[src/rtl/msg_stream_parser.sv]
`default_nettype none
// =============================================================================
// msg_stream_parser: unpacks an AXI-Stream packet of count-prefixed,
// length-prefixed messages one byte per cycle and presents each message.
// Revision: 1.0
// =============================================================================
module msg_stream_parser #(
  parameter int DATA_BYTES    = 8,
  parameter int MAX_MSG_BYTES = 32,
  parameter int MIN_MSG_BYTES = 8
) (
  input  logic                       clk,
  input  logic                       rst,
  output logic                       s_tready,
  input  logic                       s_tvalid,
  input  logic                       s_tlast,
  input  logic [8*DATA_BYTES-1:0]    s_tdata,
  input  logic [DATA_BYTES-1:0]      s_tkeep,
  input  logic                       s_tuser,
  output logic                       msg_valid,
  input  logic                       msg_ready,
  output logic [15:0]                msg_length,
  output logic [8*MAX_MSG_BYTES-1:0] msg_data,
  output logic                       msg_error
);

  localparam int c_PTR_W = $clog2(DATA_BYTES);
  localparam int c_K_W   = $clog2(MAX_MSG_BYTES + 1);

  localparam logic [2:0] c_CNT_LO   = 3'd0;
  localparam logic [2:0] c_CNT_HI   = 3'd1;
  localparam logic [2:0] c_LEN_LO   = 3'd2;
  localparam logic [2:0] c_LEN_HI   = 3'd3;
  localparam logic [2:0] c_PAYLOAD  = 3'd4;
  localparam logic [2:0] c_EMIT     = 3'd5;
  localparam logic [2:0] c_ERR_EMIT = 3'd6;
  localparam logic [2:0] c_DRAIN    = 3'd7;

  logic [2:0]                 state_q, state_d;
  logic [8*DATA_BYTES-1:0]    data_q, data_d;
  logic [DATA_BYTES-1:0]      keep_q, keep_d;
  logic                       last_q, last_d;
  logic                       abort_q, abort_d;
  logic                       bvalid_q, bvalid_d;
  logic [c_PTR_W-1:0]         ptr_q, ptr_d;
  logic                       tdone_q, tdone_d;
  logic [7:0]                 lo_q, lo_d;
  logic [15:0]                cnt_q, cnt_d;
  logic [15:0]                len_q, len_d;
  logic [c_K_W-1:0]           k_q, k_d;
  logic [8*MAX_MSG_BYTES-1:0] payload_q, payload_d;

  logic                  w_accept;
  logic                  w_keep_ok;
  logic                  w_bad_beat;
  logic [DATA_BYTES:0]   w_keep_ext;
  logic [c_PTR_W:0]      w_ptr_nxt;
  logic                  w_at_end;
  logic                  w_close;
  logic                  w_abort;
  logic                  w_parse_state;
  logic [7:0]            w_byte;
  logic [15:0]           w_len_new;
  logic                  w_len_bad;
  logic                  w_k_last;
  logic                  w_consume;

  assign s_tready   = !bvalid_q && !rst;
  assign w_accept   = s_tvalid && s_tready;
  // Legal keep is 2^k-1 with k >= 1; anything else aborts the packet.
  assign w_keep_ok  = (s_tkeep != '0) && ((s_tkeep & (s_tkeep + 1'b1)) == '0);
  assign w_bad_beat = !w_keep_ok || (!s_tlast && !(&s_tkeep)) || (s_tlast && s_tuser);

  assign w_keep_ext = {1'b0, keep_q};
  assign w_ptr_nxt  = {1'b0, ptr_q} + 1'b1;
  assign w_at_end   = !w_keep_ext[w_ptr_nxt];
  assign w_close    = w_at_end && last_q;
  assign w_abort    = bvalid_q && abort_q;
  assign w_byte     = data_q[8*ptr_q +: 8];
  assign w_len_new  = {w_byte, lo_q};
  assign w_len_bad  = (w_len_new < 16'(MIN_MSG_BYTES)) || (w_len_new > 16'(MAX_MSG_BYTES));
  assign w_k_last   = (16'(k_q) == (len_q - 16'd1));
  assign w_parse_state = (state_q == c_CNT_LO) || (state_q == c_CNT_HI) ||
                         (state_q == c_LEN_LO) || (state_q == c_LEN_HI) ||
                         (state_q == c_PAYLOAD);

  always_ff @(posedge clk) begin
    if (rst) state_q <= c_CNT_LO;
    else     state_q <= state_d;
  end

  always_comb begin
    state_d   = state_q;
    data_d    = data_q;
    keep_d    = keep_q;
    last_d    = last_q;
    abort_d   = abort_q;
    bvalid_d  = bvalid_q;
    ptr_d     = ptr_q;
    tdone_d   = tdone_q;
    lo_d      = lo_q;
    cnt_d     = cnt_q;
    len_d     = len_q;
    k_d       = k_q;
    payload_d = payload_q;
    w_consume = 1'b0;

    if (w_abort && w_parse_state) begin
      state_d = c_ERR_EMIT;
    end else begin
      case (state_q)
        c_CNT_LO: if (bvalid_q) begin
          w_consume = 1'b1;
          lo_d      = w_byte;
          state_d   = w_close ? c_ERR_EMIT : c_CNT_HI;
        end
        c_CNT_HI: if (bvalid_q) begin
          w_consume = 1'b1;
          cnt_d     = w_len_new;
          state_d   = ((w_len_new == 16'd0) || w_close) ? c_ERR_EMIT : c_LEN_LO;
        end
        c_LEN_LO: if (bvalid_q) begin
          w_consume = 1'b1;
          lo_d      = w_byte;
          payload_d = '0;
          state_d   = w_close ? c_ERR_EMIT : c_LEN_HI;
        end
        c_LEN_HI: if (bvalid_q) begin
          w_consume = 1'b1;
          len_d     = w_len_new;
          k_d       = '0;
          state_d   = (w_len_bad || w_close) ? c_ERR_EMIT : c_PAYLOAD;
        end
        c_PAYLOAD: if (bvalid_q) begin
          w_consume               = 1'b1;
          payload_d[8*k_q +: 8]   = w_byte;
          k_d                     = k_q + c_K_W'(1);
          if (w_k_last)     state_d = c_EMIT;
          else if (w_close) state_d = c_ERR_EMIT;
        end
        c_EMIT: if (msg_ready) begin
          cnt_d = cnt_q - 16'd1;
          // Running out of packet with messages still owed is a truncation.
          if (cnt_q != 16'd1) begin
            state_d = tdone_q ? c_ERR_EMIT : c_LEN_LO;
          end else if (tdone_q) begin
            state_d = c_CNT_LO;
            len_d   = '0;
          end else begin
            state_d = c_ERR_EMIT;
          end
        end
        c_ERR_EMIT: if (msg_ready) begin
          if (w_abort || !tdone_q) begin
            state_d = c_DRAIN;
          end else begin
            state_d = c_CNT_LO;
            len_d   = '0;
          end
        end
        c_DRAIN: if (bvalid_q) begin
          // An aborted beat may have holes in keep, so it is dropped whole.
          if (abort_q) begin
            bvalid_d = 1'b0;
            tdone_d  = last_q;
            if (last_q) begin
              state_d = c_CNT_LO;
              len_d   = '0;
            end
          end else begin
            w_consume = 1'b1;
            if (w_close) begin
              state_d = c_CNT_LO;
              len_d   = '0;
            end
          end
        end
        default: state_d = c_CNT_LO;
      endcase
    end

    if (w_consume) begin
      ptr_d   = w_ptr_nxt[c_PTR_W-1:0];
      tdone_d = w_close;
      if (w_at_end) bvalid_d = 1'b0;
    end

    if (w_accept) begin
      data_d   = s_tdata;
      keep_d   = s_tkeep;
      last_d   = s_tlast;
      abort_d  = w_bad_beat;
      bvalid_d = 1'b1;
      ptr_d    = '0;
    end
  end

  always_comb begin
    msg_valid  = 1'b0;
    msg_error  = 1'b0;
    msg_length = '0;
    msg_data   = '0;
    case (state_q)
      c_EMIT: begin
        msg_valid  = 1'b1;
        msg_length = len_q;
        msg_data   = payload_q;
      end
      c_ERR_EMIT: begin
        msg_valid  = 1'b1;
        msg_error  = 1'b1;
        msg_length = len_q;
      end
      default: ;
    endcase
  end

  always_ff @(posedge clk) begin
    if (rst) begin
      data_q    <= '0;
      keep_q    <= '0;
      last_q    <= 1'b0;
      abort_q   <= 1'b0;
      bvalid_q  <= 1'b0;
      ptr_q     <= '0;
      tdone_q   <= 1'b0;
      lo_q      <= '0;
      cnt_q     <= '0;
      len_q     <= '0;
      k_q       <= '0;
      payload_q <= '0;
    end else begin
      data_q    <= data_d;
      keep_q    <= keep_d;
      last_q    <= last_d;
      abort_q   <= abort_d;
      bvalid_q  <= bvalid_d;
      ptr_q     <= ptr_d;
      tdone_q   <= tdone_d;
      lo_q      <= lo_d;
      cnt_q     <= cnt_d;
      len_q     <= len_d;
      k_q       <= k_d;
      payload_q <= payload_d;
    end
  end

endmodule
`default_nettype wire
[config.mk]
export PLATFORM = sky130hd
export DESIGN_NAME = msg_stream_parser
export DESIGN_NICKNAME = d
export VERILOG_FILES = /design/src/rtl/msg_stream_parser.sv
export SDC_FILE = /design/constraint.sdc
export NUM_CORES = 1
export LEC_CHECK = 0
export CAP_MARGIN = 5
export CELL_PAD_IN_SITES_DETAIL_PLACEMENT = 0
export CELL_PAD_IN_SITES_GLOBAL_PLACEMENT = 1
export CORE_MARGIN = 8
export CORE_UTILIZATION = 25
export DETAILED_ROUTE_END_ITERATION = 16
export HOLD_SLACK_MARGIN = 0.05
export PLACE_DENSITY = 0.57
export SLEW_MARGIN = 5
export SYNTH_ARGS = -nofsm -noshare
export SYNTH_HDL_FRONTEND = slang
export SYNTH_SLANG_ARGS = --single-unit
[constraint.sdc]
create_clock -name clk -period 5.81 [get_ports clk]
set_clock_uncertainty 0.1 [all_clocks]
set_input_delay 1.162 -clock clk [delete_from_list [all_inputs] [get_ports clk]]
set_output_delay 1.162 -clock clk [all_outputs]
set_load 0.05 [all_outputs]
=== After elaboration in Yosys (flattened, before gate mapping) ===
Cells that the tools add are included.

* Input bits: 78
* Output and inout bits: 275
* Flip-flop bits (word level): 384

* Multiplexer cells: 64
* Add/sub/neg operators: 6
* Reductions and logical operators: 50
* Shifts and indexed selects: 3
* Equality and inequality tests: 35
* Order comparisons: 3
* Bitwise operators: 2

{| class="wikitable"
|+ Operators by type and width
! operator !! count
|-
| $mux 256 || 3
|-
| $pmux 256 s2 || 1
|-
| $bwmux 256 || 1
|-
| $shift 8x34->256 const A || 1
|-
| $shiftx 8x34->256 || 1
|-
| $mux 16 || 12
|-
| $pmux 16 s4 || 1
|-
| $shiftx 64x7->8 || 1
|-
| $mux 3 || 21
|-
| $neg 9->34 || 1
|-
| $reduce_and 11->1 || 3
|-
| $pmux 16 s2 || 1
|-
| $sub 16x1->16 const B || 2
|-
| $ne 2x2->1 const B || 12
|-
| $pmux 3 s8 || 1
|-
| $ne 3x3->1 const B || 6
|-
| $mux 1 || 17
|-
| $eq 6x16->1 || 1
|-
| $gt 16x6->1 const B || 1
|-
| $logic_not 16->1 || 1
|-
| $lt 16x4->1 const B || 1
|-
| $ne 16x1->1 const B || 1
|-
| $reduce_and 4->1 || 4
|-
| $ne 3x2->1 const B || 5
|-
| 28 further kinds || 64
|}

=== Depth between registers and ports, before layout ===
Gate-level depths: netlist (run 1).

* Depth in word-level cells: 10
* Mapped depth: 11
* Depth with buffers taken out: 11

=== Least setup slack after synthesis (run 1) ===
OpenSTA, ideal clock, no wires.

* Path kind: input to register
* Start: input port rst
* End: register data_q[32]
* Arrival time: 3045 ps
* Data required time: 5580 ps
* Stages: 7
* Buffers on the path: 4
* Slack: 2535 ps
* Library setup time: 130 ps
* Cells stage by stage: clkbuf_1 > nor2_1 > and2_1 > buf_1 > clkbuf_1 > clkbuf_1 > o21ai_0

* Word-level cells in the longest chain between the ends: 3

{| class="wikitable"
|+ RTL lines
! element !! RTL line !! text
|-
| from (decl) || 13 || <nowiki>input logic rst,</nowiki>
|-
| $logic_not 1->1 || 68 || <nowiki>assign s_tready = !bvalid_q && !rst;</nowiki>
|-
| $logic_and 1x1->1 || 68 ||
|-
| named net s_tready || 14 || <nowiki>output logic s_tready,</nowiki>
|-
| $logic_and 1x1->1 || 69 || <nowiki>assign w_accept = s_tvalid && s_tready;</nowiki>
|-
| to (signal assigned) || 233 || <nowiki>data_q <= data_d;</nowiki>
|-
| to (decl) || 40 || <nowiki>logic [8*DATA_BYTES-1:0] data_q, data_d;</nowiki>
|}

The timed path passes the listed nets, and every way through them passes these cells.
A chain may end at the register's enable or synchronous reset.

=== Final worst setup path (run 1) ===
* Start: register state_q[0]
* End: output port msg_data[70]

* Word-level cells in the longest chain between the ends: 2

{| class="wikitable"
|+ RTL lines
! element !! RTL line !! text
|-
| from (decl) || 39 || <nowiki>logic [2:0] state_q, state_d;</nowiki>
|-
| from (signal assigned) || 88 || <nowiki>if (rst) state_q <= c_CNT_LO;</nowiki>
|-
| from (signal assigned) || 89 || <nowiki>else state_q <= state_d;</nowiki>
|-
| $eq 3x3->1 || 203 || <nowiki>case (state_q)</nowiki>
|-
| $mux 256 || 203 ||
|-
| to (decl) || 23 || <nowiki>output logic [8*MAX_MSG_BYTES-1:0] msg_data,</nowiki>
|}

Every way passes these cells.

==> flow_summary.json, run 1 <==
{
  "floorplan.rows": 96,
  "synth_area_leader_cell": "dfxtp_1",
  "portBuffers": 352,
  "start_kind": "flip-flop",
  "worst-endpoint-arrival_ns": 3.68,
  "setup-violations-final": 0,
  "grt_pass1_wl_um": 103700,
  "routed_wl_um": 68900,
  "setup_tns_ns": 0,
  "ir_drop_mv": 0.1815,
  "vias": 16000,
  "grt_use_total_pct": 17.03,
  "hold_class": "reg -> reg",
  "die_w_um": 278.7,
  "required_ns": 4.55,
  "p_leak_nw": 9.005,
  "fill_cells": 7187,
  "power.density_nw_per_um2": 273.7,
  "viasPerCell": 5.020,
  "area_delta_synth_final_pct": 32.48,
  "maxCapViolCount": 0,
  "max-slew-margin-rel_pct": 21.10,
  "netlist_instances": 2036,
  "syn_avg_cell_area_um2": 8.472,
  "antenna_left": 0,
  "grt_setup_unrepaired": "false",
  "drive_above_1_share_pct": 6.418,
  "worstSetupPathType": "reg -> out",
  "grt_max_degree": 139,
  "ys_seq_area_share_pct": 44.57,
  "async_flop_share_pct": 0,
  "worstSetupEndpointType": "output pin",
  "grt_pass1_vias": 16050,
  "diodes": 0,
  "initial_core_util_pct": 25.19,
  "finalMaxSlewViolations": 0,
  "fin_area_um2": 22850,
  "syn_nets": 2122,
  "synth_edf_count": 0,
  "fin_nets": 2358,
  "synth_most_common_cell": "dfxtp_1",
  "worst_slew_pin_slew_ns": 1.183,
  "cts.sinks": 384,
  "drt_iter0_drc": 1026,
  "synth.distinct_cells": 78,
  "hold_viol": 0,
  "yosysWarnings": 0,
  "dp_hpwl_um": 49660,
  "fin_crit_sh_pct": 85.01,
  "synth_seq_cells": 384,
  "clk_latency_ns": 0.60,
  "cts_max_path_buffers": 3,
  "root_buffer": "clkbuf_16",
  "clk_pin_slew_ns": 0.06,
  "post-route-drc-count": 0,
  "post_cts_buffers": 0,
  "grt_overflow": 0,
  "ios": 353,
  "wire_per_inst_um": 21.61,
  "synth_common_cells": "dfxtp_1, nand2_1, and3_1",
  "status": "complete, no violations",
  "critical_path.max_fanout": 138,
  "die_area_um2": 77660,
  "synthesis.area_um2": 17250,
  "synth_top_area_share_pct": 44.57,
  "h-tree-depth": 2,
  "holdBufCountCts": 0,
  "dr.pass1.iters": 5,
  "antenna_found_initial": 1,
  "cts_tree": "done",
  "die_y_um": 278.7,
  "max_freq_mhz": 202.5,
  "gp_congestion": 0.8001,
  "cts_resized": 0,
  "cts_buffers": 45,
  "synth_ff_type": "dfxtp_1",
  "core-area_um2": 68470,
  "placed_area_um2": 21300,
  "fin_crit_ns": 4.939,
  "synth.area.top_cells": "dfxtp_1, and3_1, nand2_1"
}
[cell families (layout without fill, tap and decap cells)]
kind of cell / after synthesis / count (layout) / synth area share (%)
AND/OR/NAND/NOR: 887 / 887 / 25.99
XOR/XNOR: 20 / 20 / 1.059
buffers and inverters: 194 / 464 / 4.563
AO/OA/AOI/OAI: 490 / 490 / 18.86
adder cells (fa/ha/maj): 8 / 8 / 0.5803
multiplexers: 53 / 53 / 4.381
flip-flops: 384 / 384 / 44.57
[state kept, by name, indices dropped and copies added (netlist names), 3 cells and up]
signal     flops
payload_q    256
data_q        64
cnt_q         16
len_q         16
keep_q         8
lo_q           8
k_q            6
ptr_q          3
state_q        3
[worst max-delay path: stages, from the launching register on]
cell	delay, ns
dfxtp_1	0.77
nor2b_4	0.27
buf_4	0.78
and3_1	0.30
clkdlybuf4s50_1	0.86
[routing by layer]
layer	wire length [µm]	global-route usage, %	vias up
met3	3372	2.964	114
met5	16	0	-
met2	33250	29.17	437
met4	2349	6.537	2
li1	-	-	7767
met1	29920	21.21	7684
[metrics by stage]
step / util [%] / instances / power (mW) / setup WS [ns] / hold WS, ns
after floorplan: - / 2036 / 3.150 / 2.535 / 0.3168
after global placement: 31.11 / 3107 / 3.350 / 1.639 / 0.3326
after detailed placement: 31.11 / 3107 / 3.361 / 1.551 / 0.3390
after CTS: 33.38 / 3188 / 6.349 / 0.8992 / 0.3531
after global routing: 33.38 / 3188 / 6.514 / 0.6775 / 0.3688
final: 33.38 / 3188 / 6.254 / 0.8709 / 0.3495
[report_power, final]
part           internal [mW]  total, mW  leakage [nW]  switching, mW
Clock                   1.78       2.95         0.755           1.17
Sequential              2.68       2.75          3.11         0.0695
Combinational          0.167      0.549          5.14          0.382
Total                   4.63       6.25          9.00           1.63
[final timing paths]
check                                 endpoint  cells past startpoint      startpoint  slack (ns)
worst min register to register  payload_q[121]                      2  payload_q[121]        0.35
worst min-delay path            payload_q[121]                      2  payload_q[121]        0.35
worst max register to register    payload_q[9]                      5      state_q[2]        1.88
worst max-delay path              msg_data[70]                      4      state_q[0]        0.87
[cell usage in the layout, fill, tap and decap left out, drive strengths merged, types with 4 or more instances in the layout]
cell type / n
inv: 17
nand2: 323
dfxtp: 384
mux4: 16
nor4: 9
nor3: 25
a22oi: 51
a211oi: 10
buf: 17
or2: 4
nand3: 38
and3: 290
mux2i: 29
mux2: 8
xor2: 11
nor2b: 6
nand4: 10
a22o: 129
and2: 15
ha: 8
clkbuf: 63
xnor2: 9
clkdlybuf4s50: 351
or4: 5
clkinv: 9
nand3b: 4
or3: 10
o21ai: 197
nand2b: 4
nor2: 131
bufinv: 5
a21oi: 69
[cell type report]
class,instances,area (µm²),area share (%)
inverters,15,56.30,0.2464
flip-flops and latches,384,7691,33.66
clock inverters,18,267.8,1.172
well taps,882,1104,4.829
multi-input cells,1458,8806,38.54
repair buffers,368,3641,15.93
clock buffers,63,1285,5.623
(Power assumes the default switching activity.)
==> run 2, diff against run 1 <==
SLEW_MARGIN = 25   (was 5)
==> run 2 against run 1 <==
  * Combinational power rose by 0.7%
  * Via count increased by 0.26%
  * Clock power about the same
  * Wire length is 0.32% higher
  * Core utilization grew 0.051 points
  * Sequential power about the same
  * Count of clock-buffer cells in the layout is the same
  * Fmax grew 3.8%
  * Register-to-register slack is essentially flat
  * Global-route usage unchanged
  * Flip-flop and latch count is the same
==> flow_summary.json, run 2 (synthesis gave the netlist of run 1 again) <==
{
  "use_met1_pct": 21.21,
  "worst_slew_pin_slew_ns": 0.9833,
  "diodes": 0,
  "initial_core_util_pct": 25.19,
  "cts.sinks": 384,
  "final_cells": 3189,
  "grt_pass1_vias": 16050,
  "grt_max_degree": 139,
  "mostFrequentLayoutCell": "dfxtp_1",
  "clk_pin_slew_ns": 0.06,
  "grt_use_total_pct": 17.03,
  "viasPerCell": 5.032,
  "vias": 16050,
  "grt_pass1_wl_um": 103700,
  "cts_buffers": 45,
  "holdBufCountCts": 0,
  "dp.cells": 3107,
  "wire_per_inst_um": 21.68,
  "routed_wl_um": 69130,
  "worstSetupEndpointType": "output pin",
  "crit_start": "state_q[2]",
  "ios": 353,
  "critical_path.max_fanout": 102,
  "maxCapViolCount": 0,
  "power.density_nw_per_um2": 273.5,
  "fill_cells": 7184,
  "antenna_left": 0,
  "root_buffer": "clkbuf_16",
  "worstSetupPathType": "reg -> out",
  "hold_class": "reg -> reg",
  "core-area_um2": 68470,
  "r2r_end": "payload_q[9]",
  "max_freq_mhz": 210.1,
  "required_ns": 4.55,
  "post_cts_buffers": 0,
  "dr.pass1.iters": 8,
  "finalMaxSlewViolations": 0,
  "p_int_mw": 4.631,
  "largest_reg_flops": 256,
  "layout_common_cells": "dfxtp_1, clkdlybuf4s50_1, nand2_1",
  "cts_max_path_buffers": 3,
  "power.switching_mw": 1.628,
  "swShare_pct": 26.01,
  "gr-usage-met2_pct": 29.17,
  "grt_overflow": 0,
  "max-slew-margin-rel_pct": 34.21,
  "hold_viol": 0,
  "p_leak_nw": 9.019,
  "fin_crit_sh_pct": 81.94,
  "fin_crit_ns": 4.761,
  "start_kind": "flip-flop",
  "grt_setup_unrepaired": "false",
  "regMostFlops": "payload_q",
  "fin_nets": 2359,
  "top_usage_layer": "met2",
  "die_area_um2": 77660,
  "worst-endpoint-arrival_ns": 3.50,
  "p_clk_share_pct": 47.2,
  "floorplan.rows": 96,
  "drt_iter0_drc": 1099,
  "status": "complete, no violations",
  "cts_tree": "done",
  "post-route-drc-count": 0,
  "drive_above_1_share_pct": 6.459,
  "dp_hpwl_um": 49660,
  "reg2reg_slack_ns": 1.89,
  "r2r_cells": 5,
  "portBuffers": 352,
  "hold_start": "payload_q[250]",
  "reg.largest.list": "payload_q (256), data_q (64)",
  "ir_drop_mv": 0.1814,
  "use_met3_pct": 2.964,
  "die_y_um": 278.7,
  "area_delta_synth_final_pct": 32.68,
  "setup_tns_ns": 0,
  "min_to": "payload_q[250]",
  "power.share.sequential_pct": 44.0,
  "h-tree-depth": 2,
  "r2r_start": "state_q[2]",
  "antenna_found_initial": 1,
  "p_comb_share_pct": 8.8,
  "clk_latency_ns": 0.60,
  "cts_resized": 0,
  "gp_congestion": 0.8001,
  "die_w_um": 278.7,
  "setup-violations-final": 0,
  "hold_depth": 2
}
[run 2: cell count changes in the layout (fill, tap and decap cells not counted), sizes merged]
cell  before  now
buf       17   18
[run 2: worst max-delay path by stage]
| stage | to | slack, ns | cells after the start |
|---|---|---|---|
| final | msg_data[70] | 1.05 | 3 |
| after global routing | msg_data[70] | 0.83 | 3 |
| after detailed placement | msg_data[70] | 1.55 | 4 |
| after CTS | msg_data[70] | 0.90 | 4 |
| after global placement | msg_data[170] | 1.64 | 4 |
| after floorplan | data_q[32] | 2.53 | 7 |
[run 2: power groups by stage]
stage,Clock [mW],Combinational (mW),Sequential (mW)
final,2.95,0.553,2.75
after global routing,3.14,0.613,2.76
after CTS,3.04,0.551,2.75
after detailed placement,0,0.549,2.81
after global placement,0,0.541,2.81
after floorplan,0,0.388,2.76
[run 2: critical path, stage by stage (launching register included)]
cell and delay (ns):
dfxtp_4 0.94, buf_4 0.72, and3_1 0.30, clkdlybuf4s50_1 0.86
[run 2: cell type report]
type	instances	area [µm²]	area share, %
multi-input combinational	1458	8806	38.48
sequential	384	7691	33.61
clock buffer	63	1285	5.615
clock inverter	18	267.8	1.170
inverter	15	56.30	0.2460
timing repair buffer	369	3676	16.06
tap	882	1104	4.822
[run 2: routing by layer]
layer	vias to the layer above	part of all wire [%]
met5	-	0.023
met4	2	3.5
met3	118	5.0
met2	453	48
met1	7698	43
li1	7775	-
[run 2: stage by stage]
stage / util, % / power, mW / setup slack [ns] / area [µm²] / hold WS (ns)
2_1_floorplan: - / 3.150 / 2.535 / 17250 / 0.3168
3_3_place_gp: 31.11 / 3.350 / 1.639 / 21300 / 0.3326
3_5_place_dp: 31.11 / 3.361 / 1.551 / 21300 / 0.3390
4_1_cts: 33.38 / 6.349 / 0.8992 / 22850 / 0.3531
5_1_grt: 33.43 / 6.518 / 0.8326 / 22890 / 0.3688
6_report: 33.43 / 6.260 / 1.049 / 22890 / 0.3473
